File: src/rtl/spgd_seq_fsm.sv
// SPGD iteration sequencer: +perturb, settle, integrate J+, -perturb, settle, integrate J-,
// update and restore nominal across N_CH DAC channels, with run modes, abort and iteration count.
module spgd_seq_fsm #(
    parameter int N_CH  = 4,
    parameter int CNT_W = 16,
    parameter int CH_W  = 2
) (
    input  logic             adc_clk,
    input  logic             adc_rstn,
    input  logic             start,
    input  logic             TRIG_IN,
    input  logic             abort,
    input  logic [1:0]       mode,
    input  logic [CNT_W-1:0] settle_cycles,
    input  logic [CNT_W-1:0] integ_cycles,
    output logic [1:0]       FSM_DAC_SEL,
    output logic [CH_W-1:0]  FSM_CH,
    output logic             FSM_DAC_WR,
    output logic             FSM_INT_EN,
    output logic             FSM_JP_WRT,
    output logic             FSM_JM_WRT,
    output logic             FSM_U_WRT,
    output logic             FSM_DONE,
    output logic             FSM_BUSY,
    output logic [5:0]       FSM_STATE,
    output logic [31:0]      iter_count
);

    typedef enum logic [5:0] {
        ST_IDLE     = 6'd0,
        ST_ARM      = 6'd1,
        ST_SET_P    = 6'd2,
        ST_SETTLE_P = 6'd3,
        ST_INTEG_P  = 6'd4,
        ST_LATCH_P  = 6'd5,
        ST_SET_M    = 6'd6,
        ST_SETTLE_M = 6'd7,
        ST_INTEG_M  = 6'd8,
        ST_LATCH_M  = 6'd9,
        ST_UPDATE   = 6'd10,
        ST_SET_U    = 6'd11,
        ST_DONE     = 6'd12
    } state_t;

    localparam logic [CH_W-1:0]  CH_ZERO  = {CH_W{1'b0}};
    localparam logic [CH_W-1:0]  CH_ONE   = CH_W'(1);
    localparam logic [CH_W-1:0]  CH_LAST  = CH_W'(N_CH - 1);
    localparam logic [CNT_W-1:0] CNT_ZERO = {CNT_W{1'b0}};
    localparam logic [CNT_W-1:0] CNT_ONE  = CNT_W'(1);

    state_t           state_r;
    state_t           raw_state_s;
    state_t           next_state_s;
    logic [CH_W-1:0]  ch_r;
    logic [CH_W-1:0]  raw_ch_s;
    logic [CH_W-1:0]  next_ch_s;
    logic [CNT_W-1:0] cnt_r;
    logic [CNT_W-1:0] raw_cnt_s;
    logic [CNT_W-1:0] next_cnt_s;
    logic             raw_latch_s;
    logic             latch_cfg_s;
    logic [CNT_W-1:0] settle_r;
    logic [CNT_W-1:0] integ_r;

    logic             trig_s1_r;
    logic             trig_s2_r;
    logic             trig_s3_r;
    logic             trig_edge_s;

    logic             ch_last_s;
    logic             settle_zero_s;
    logic             settle_end_s;
    logic             integ_end_s;
    logic             stop_after_s;

    logic [1:0]       dac_sel_s;
    logic             dac_wr_s;
    logic             int_en_s;
    logic             jp_s;
    logic             jm_s;
    logic             u_s;
    logic             done_s;
    logic             busy_s;

    logic [1:0]       dac_sel_r;
    logic             dac_wr_r;
    logic             int_en_r;
    logic             jp_r;
    logic             jm_r;
    logic             u_r;
    logic             done_r;
    logic             busy_r;
    logic [31:0]      iter_r;

    assign trig_edge_s   = trig_s2_r & ~trig_s3_r;
    assign ch_last_s     = (ch_r == CH_LAST);
    assign settle_zero_s = (settle_r == CNT_ZERO);
    assign settle_end_s  = (cnt_r == (settle_r - CNT_ONE));
    // A zero integration window still integrates for one cycle.
    assign integ_end_s   = (integ_r == CNT_ZERO) || (cnt_r == (integ_r - CNT_ONE));
    assign stop_after_s  = ~start || (mode == 2'd0) || (mode == 2'd3);

    // Two-flop synchroniser plus a history flop for rising-edge detection of TRIG_IN.
    always_ff @(posedge adc_clk or negedge adc_rstn) begin
        if (!adc_rstn) begin
            trig_s1_r <= 1'b0;
            trig_s2_r <= 1'b0;
            trig_s3_r <= 1'b0;
        end else begin
            trig_s1_r <= TRIG_IN;
            trig_s2_r <= trig_s1_r;
            trig_s3_r <= trig_s2_r;
        end
    end

    // Phase sequencing ignoring abort: next state, channel index, window counter, config latch.
    always_comb begin
        raw_state_s = state_r;
        raw_ch_s    = CH_ZERO;
        raw_cnt_s   = CNT_ZERO;
        raw_latch_s = 1'b0;
        case (state_r)
            ST_IDLE: begin
                if (!start) begin
                    raw_state_s = ST_IDLE;
                end else if (mode == 2'd2) begin
                    raw_state_s = ST_SET_P;
                    raw_latch_s = 1'b1;
                end else begin
                    raw_state_s = ST_ARM;
                end
            end
            ST_ARM: begin
                if (trig_edge_s) begin
                    raw_state_s = ST_SET_P;
                    raw_latch_s = 1'b1;
                end else if (!start) begin
                    raw_state_s = ST_IDLE;
                end else begin
                    raw_state_s = ST_ARM;
                end
            end
            ST_SET_P: begin
                if (ch_last_s) begin
                    raw_state_s = settle_zero_s ? ST_INTEG_P : ST_SETTLE_P;
                end else begin
                    raw_ch_s = ch_r + CH_ONE;
                end
            end
            ST_SETTLE_P: begin
                if (settle_end_s) begin
                    raw_state_s = ST_INTEG_P;
                end else begin
                    raw_cnt_s = cnt_r + CNT_ONE;
                end
            end
            ST_INTEG_P: begin
                if (integ_end_s) begin
                    raw_state_s = ST_LATCH_P;
                end else begin
                    raw_cnt_s = cnt_r + CNT_ONE;
                end
            end
            ST_LATCH_P: raw_state_s = ST_SET_M;
            ST_SET_M: begin
                if (ch_last_s) begin
                    raw_state_s = settle_zero_s ? ST_INTEG_M : ST_SETTLE_M;
                end else begin
                    raw_ch_s = ch_r + CH_ONE;
                end
            end
            ST_SETTLE_M: begin
                if (settle_end_s) begin
                    raw_state_s = ST_INTEG_M;
                end else begin
                    raw_cnt_s = cnt_r + CNT_ONE;
                end
            end
            ST_INTEG_M: begin
                if (integ_end_s) begin
                    raw_state_s = ST_LATCH_M;
                end else begin
                    raw_cnt_s = cnt_r + CNT_ONE;
                end
            end
            ST_LATCH_M: raw_state_s = ST_UPDATE;
            ST_UPDATE:  raw_state_s = ST_SET_U;
            ST_SET_U: begin
                if (ch_last_s) begin
                    raw_state_s = ST_DONE;
                end else begin
                    raw_ch_s = ch_r + CH_ONE;
                end
            end
            ST_DONE: begin
                if (stop_after_s) begin
                    raw_state_s = ST_IDLE;
                end else if (mode == 2'd1) begin
                    raw_state_s = ST_ARM;
                end else begin
                    raw_state_s = ST_SET_P;
                    raw_latch_s = 1'b1;
                end
            end
            default: raw_state_s = ST_IDLE;
        endcase
    end

    // Abort overrides every transition and returns to IDLE with counters cleared.
    always_comb begin
        if (abort) begin
            next_state_s = ST_IDLE;
            next_ch_s    = CH_ZERO;
            next_cnt_s   = CNT_ZERO;
            latch_cfg_s  = 1'b0;
        end else begin
            next_state_s = raw_state_s;
            next_ch_s    = raw_ch_s;
            next_cnt_s   = raw_cnt_s;
            latch_cfg_s  = raw_latch_s;
        end
    end

    // Output decode from the next state so every strobe is registered alongside the state.
    always_comb begin
        dac_sel_s = 2'd0;
        dac_wr_s  = 1'b0;
        int_en_s  = 1'b0;
        jp_s      = 1'b0;
        jm_s      = 1'b0;
        u_s       = 1'b0;
        done_s    = 1'b0;
        busy_s    = (next_state_s != ST_IDLE) && (next_state_s != ST_ARM);
        case (next_state_s)
            ST_SET_P: begin
                dac_sel_s = 2'd1;
                dac_wr_s  = 1'b1;
            end
            ST_SET_M: begin
                dac_sel_s = 2'd2;
                dac_wr_s  = 1'b1;
            end
            ST_SET_U:   dac_wr_s = 1'b1;
            ST_INTEG_P: int_en_s = 1'b1;
            ST_INTEG_M: int_en_s = 1'b1;
            ST_LATCH_P: jp_s     = 1'b1;
            ST_LATCH_M: jm_s     = 1'b1;
            ST_UPDATE:  u_s      = 1'b1;
            ST_DONE:    done_s   = 1'b1;
            default:    dac_wr_s = 1'b0;
        endcase
    end

    // State, channel index, window counter and per-iteration config snapshot.
    always_ff @(posedge adc_clk or negedge adc_rstn) begin
        if (!adc_rstn) begin
            state_r  <= ST_IDLE;
            ch_r     <= CH_ZERO;
            cnt_r    <= CNT_ZERO;
            settle_r <= CNT_ZERO;
            integ_r  <= CNT_ZERO;
        end else begin
            state_r <= next_state_s;
            ch_r    <= next_ch_s;
            cnt_r   <= next_cnt_s;
            if (latch_cfg_s) begin
                settle_r <= settle_cycles;
                integ_r  <= integ_cycles;
            end
        end
    end

    // Registered strobes and the completed-iteration counter (advances as DONE is entered).
    always_ff @(posedge adc_clk or negedge adc_rstn) begin
        if (!adc_rstn) begin
            dac_sel_r <= 2'd0;
            dac_wr_r  <= 1'b0;
            int_en_r  <= 1'b0;
            jp_r      <= 1'b0;
            jm_r      <= 1'b0;
            u_r       <= 1'b0;
            done_r    <= 1'b0;
            busy_r    <= 1'b0;
            iter_r    <= 32'd0;
        end else begin
            dac_sel_r <= dac_sel_s;
            dac_wr_r  <= dac_wr_s;
            int_en_r  <= int_en_s;
            jp_r      <= jp_s;
            jm_r      <= jm_s;
            u_r       <= u_s;
            done_r    <= done_s;
            busy_r    <= busy_s;
            if (done_s) begin
                iter_r <= iter_r + 32'd1;
            end
        end
    end

    assign FSM_STATE   = state_r;
    assign FSM_CH      = ch_r;
    assign FSM_DAC_SEL = dac_sel_r;
    assign FSM_DAC_WR  = dac_wr_r;
    assign FSM_INT_EN  = int_en_r;
    assign FSM_JP_WRT  = jp_r;
    assign FSM_JM_WRT  = jm_r;
    assign FSM_U_WRT   = u_r;
    assign FSM_DONE    = done_r;
    assign FSM_BUSY    = busy_r;
    assign iter_count  = iter_r;

endmodule

File: config.mk
export PLATFORM = sky130hd
export DESIGN_NAME = spgd_seq_fsm
export DESIGN_NICKNAME = d
export VERILOG_FILES = /design/src/rtl/spgd_seq_fsm.sv
export SDC_FILE = /design/constraint.sdc
export NUM_CORES = 1
export LEC_CHECK = 0
export ABC_AREA = 1
export CELL_PAD_IN_SITES_DETAIL_PLACEMENT = 0
export CELL_PAD_IN_SITES_GLOBAL_PLACEMENT = 1
export CORE_UTILIZATION = 44
export DETAILED_ROUTE_END_ITERATION = 6
export GPL_TIMING_DRIVEN = 0
export HOLD_SLACK_MARGIN = 0.1
export PLACE_DENSITY = 0.84
export SLEW_MARGIN = 20
export SYNTH_ARGS = -nofsm -noshare
export SYNTH_HDL_FRONTEND = slang
export SYNTH_SLANG_ARGS = --single-unit
File: constraint.sdc
create_clock -name adc_clk -period 5.6 [get_ports adc_clk]
set_input_delay 1.12 -clock adc_clk [delete_from_list [all_inputs] [get_ports adc_clk]]
set_output_delay 1.12 -clock adc_clk [all_outputs]
set_load 0.005 [all_outputs]
==> summary.md <==
| Metric | Value |
|---|---|
| Run status | `completed` |
| Starting Density | `0.454` |
| Critical Path AT | `3140 ps` |
| Iteration-0 DRC Markers | `459` |
| Finish-stage setup viols | `0` |
| LEAKAGE | `approximately 0.0036 uW` |
| Final WL | `16500 um` |
| Via total after detailed routing | `5679` |
| Port-buffer cells | `87` |
| Post-synthesis compound-gate area fraction | `0.0374` |
| Clock transition at path regs | `70 ps` |
| Critical Path Fanout Max | `10` |
| Adder-Cell Fraction of Synth Area | `0.0118` |
| Area delta synth->final | `22.3%` |
| Grt ovf | `0` |
| Antenna cell count | `0` |
| Htree depth | `3` |
| Mapped Area | `6360 um2` |
| Max-capacitance violation count | `0` |
| Unrepaired setup endpoints after global routing | `false` |
| Max Clock Freq | `344 MHz` |
| PwrDens | `249 nW/um2` |
| Die area | `14900 um2` |
| Fin nets | `between 900 and 1000` |
| Max Slew Vio Count | `0` |
| Multiplexer share of the synthesized area | `0.0567` |
| Layout cell share with drive strength beyond 1 | `0.0836` |
| Top Layer Used | `met4` |
| Worst-skew pair later-pin latency | `around 350 ps` |
| Ys async rst share | `1.00` |
| CP peak stage delay | `~570 ps` |
| Main synth FF type | `dfrtp_1` |
| Wl on met1 | `approximately 8300 um` |
| Post-CTS Resized | `0` |
| Die Span X | `approximately 120 um` |
| CP endpoint kind | `flip-flop` |
| Hold buffers post-CTS | `0` |
| Req. time, crit path | `5840 ps` |
| Most common cell after layout, fill and taps aside | `nand2_1` |
| CP Class | `input port to flip-flop` |
| Distinct cells, synth | `40` |
| Total of warnings raised by yosys | `0` |
| DRC | `0` |
| Per-cell routed wire length | `14.7 um` |
| Clk root buf | `clkbuf_16` |
| Row count | `43` |
| Critical path's slowest cell | `buf_1` |
| CTS sink cnt | `100` |
| Slew @ Worst Pin | `705 ps` |
| Worst setup SP type | `input port` |
| Setup_tns | `0 ps` |
| CTS Buf Count | `9` |
| Post-route minimum period | `2910 ps` |
| Final-report hold violation count | `0` |
| Io pins | `88` |
| Vias in the first global route | `between 5000 and 6000` |
| Commonest non-fill, non-tap cells in the layout | `247 x nand2_1, 119 x nor2_1, 100 x dfrtp_1, 88 x inv_1, 86 x clkdlybuf4s50_1` |
| Largest family of logic cells by synthesized area | `simple AND/OR/NAND/NOR gates` |
| Synth Instances | `~840` |
| Core Region | `14000 um2` |
| Max VDD drop | `around 0.00025 V` |
| Largest net degree at the start of global routing | `76` |
| XOR/XNOR share of the synthesized area | `0.108` |
| Clk_skew | `7.30 ps` |
| Postcts setup bufs | `0` |
| Post-synthesis sequential area ratio | `0.394` |
| Met2 wire len | `7160 um` |
| Clock Tree Buf Depth | `2` |
| HP Class | `flip-flop to flip-flop` |
| DIE HEIGHT | `approximately 120 um` |
| TritonRoute pass-1 iters | `5` |
| Vias per std cell | `5.05` |
| Yosys reg bits | `100` |
| CTS tree | `built` |
| Global router's overall resource usage | `0.237` |
| Synth Area in Simple Gates | `0.327` |
| Avg Inst Size Synth | `7.56 um2` |
| Initial antenna violation count | `0` |
| Dpl ws | `2320 ps` |
| RePlAce Congestion | `0.888` |
| Final Cycle Share | `0.519` |
| Post-synth EDFFs | `0` |
| Final worst setup slack | `around 2700 ps` |
| Fin util | `0.556` |
| Worst rel slew slack | `0.530` |
| DRT antenna net count | `0` |
| First-pass GRT wire length | `27300 um` |
| Hpwl dp | `12800 um` |
| Wire length on met3 | `825 um` |
| # fillers | `1351` |
| Critical-path cell list | `clkdlybuf4s50_1 -> inv_1 -> nand2_1 -> buf_1 -> mux2_2` |
critical path: cells and delay by family:
family | cells | cell delay [ps]
buf+inv | 3 | 1350
mux | 1 | 420
simple gates | 1 | 240
layer usage:
| metal | global-route usage | vias to the layer above |
|---|---|---|
| met1 | 0.344 | 2661 |
| met3 | 0.0473 | 16 |
| met2 | 0.355 | 141 |
| li1 | - | 2861 |
| met5 | 0 | - |
| met4 | 0.0678 | 0 |
cells in the mapped netlist (3+ instances only):
cell type	count	area [um2]
buf_1	3	11.3
nand3_1	44	220
dfrtp_1	100	2500
nor2_2	5	31.3
xnor2_1	19	166
clkbuf_1	3	11.3
inv_1	88	330
xor2_1	54	473
mux2_2	32	360
nor3_1	22	110
o21ai_1	16	80.1
nand4_1	11	68.8
a21oi_1	4	20.0
nor2_1	119	447
or2_2	4	25.0
nand2_2	5	31.3
ha_1	6	75.1
nor4_1	10	62.6
buf_6	3	33.8
nand2_1	247	927
nand3b_1	4	30.0
o21ai_0	15	75.1
final cells by class:
type	count	area (um2)	share of cell area
flip-flops and latches	100	2500	0.322
repair buffers	88	900	0.116
clock inverters	6	65.1	0.00837
clock buffers	9	225	0.0290
plain buffers	13	81.3	0.0105
well taps	180	225	0.0290
multi-input cells	640	3440	0.443
inverters	89	334	0.0430
through the flow:
step	hold WS, ps	power, uW	cell area [um2]	std cells
2_1_floorplan	331	1180	6360	842
3_3_place_gp	345	1310	7460	1109
3_5_place_dp	339	1320	7490	1110
4_1_cts	354	1960	7780	1125
5_1_grt	372	2060	7780	1125
6_report	351	1940	7780	1125
flip-flops by register name, indices dropped and copies added (netlist names):
name         flops
trig_s1_r        1
FSM_DAC_WR       1
FSM_JM_WRT       1
FSM_INT_EN       1
FSM_DONE         1
trig_s2_r        1
FSM_STATE        6
settle_r        16
integ_r         16
FSM_DAC_SEL      2
FSM_JP_WRT       1
trig_s3_r        1
FSM_CH           2
iter_count      32
FSM_BUSY         1
FSM_U_WRT        1
cnt_r           16
where the power goes:
group          switching (uW)  total, uW  internal (uW)
Clock                     284        629            345
Sequential               78.7        859            780
Combinational             252        453            201
cells by family after synthesis:
family / after synthesis
flops: 100
simple gates: 482
other cells: 1
compound gates: 43
mux: 32
fa+ha+maj: 6
xor+xnor: 75
buf+inv: 102
worst paths after layout:
path                             start           end  slack (ps)  cells past startpoint
setup / recovery                 abort    integ_r[1]        2690                      5
hold / removal               trig_s1_r     trig_s2_r         350                      0
hold reg to reg              trig_s1_r     trig_s2_r         350                      0
max in group asynchronous     adc_rstn  FSM_STATE[1]        4300                      2
min in group asynchronous     adc_rstn    integ_r[8]         630                      1
setup reg to reg           settle_r[0]     cnt_r[10]        2710                     14
Note: power is estimated with default switching activity, not from simulation.
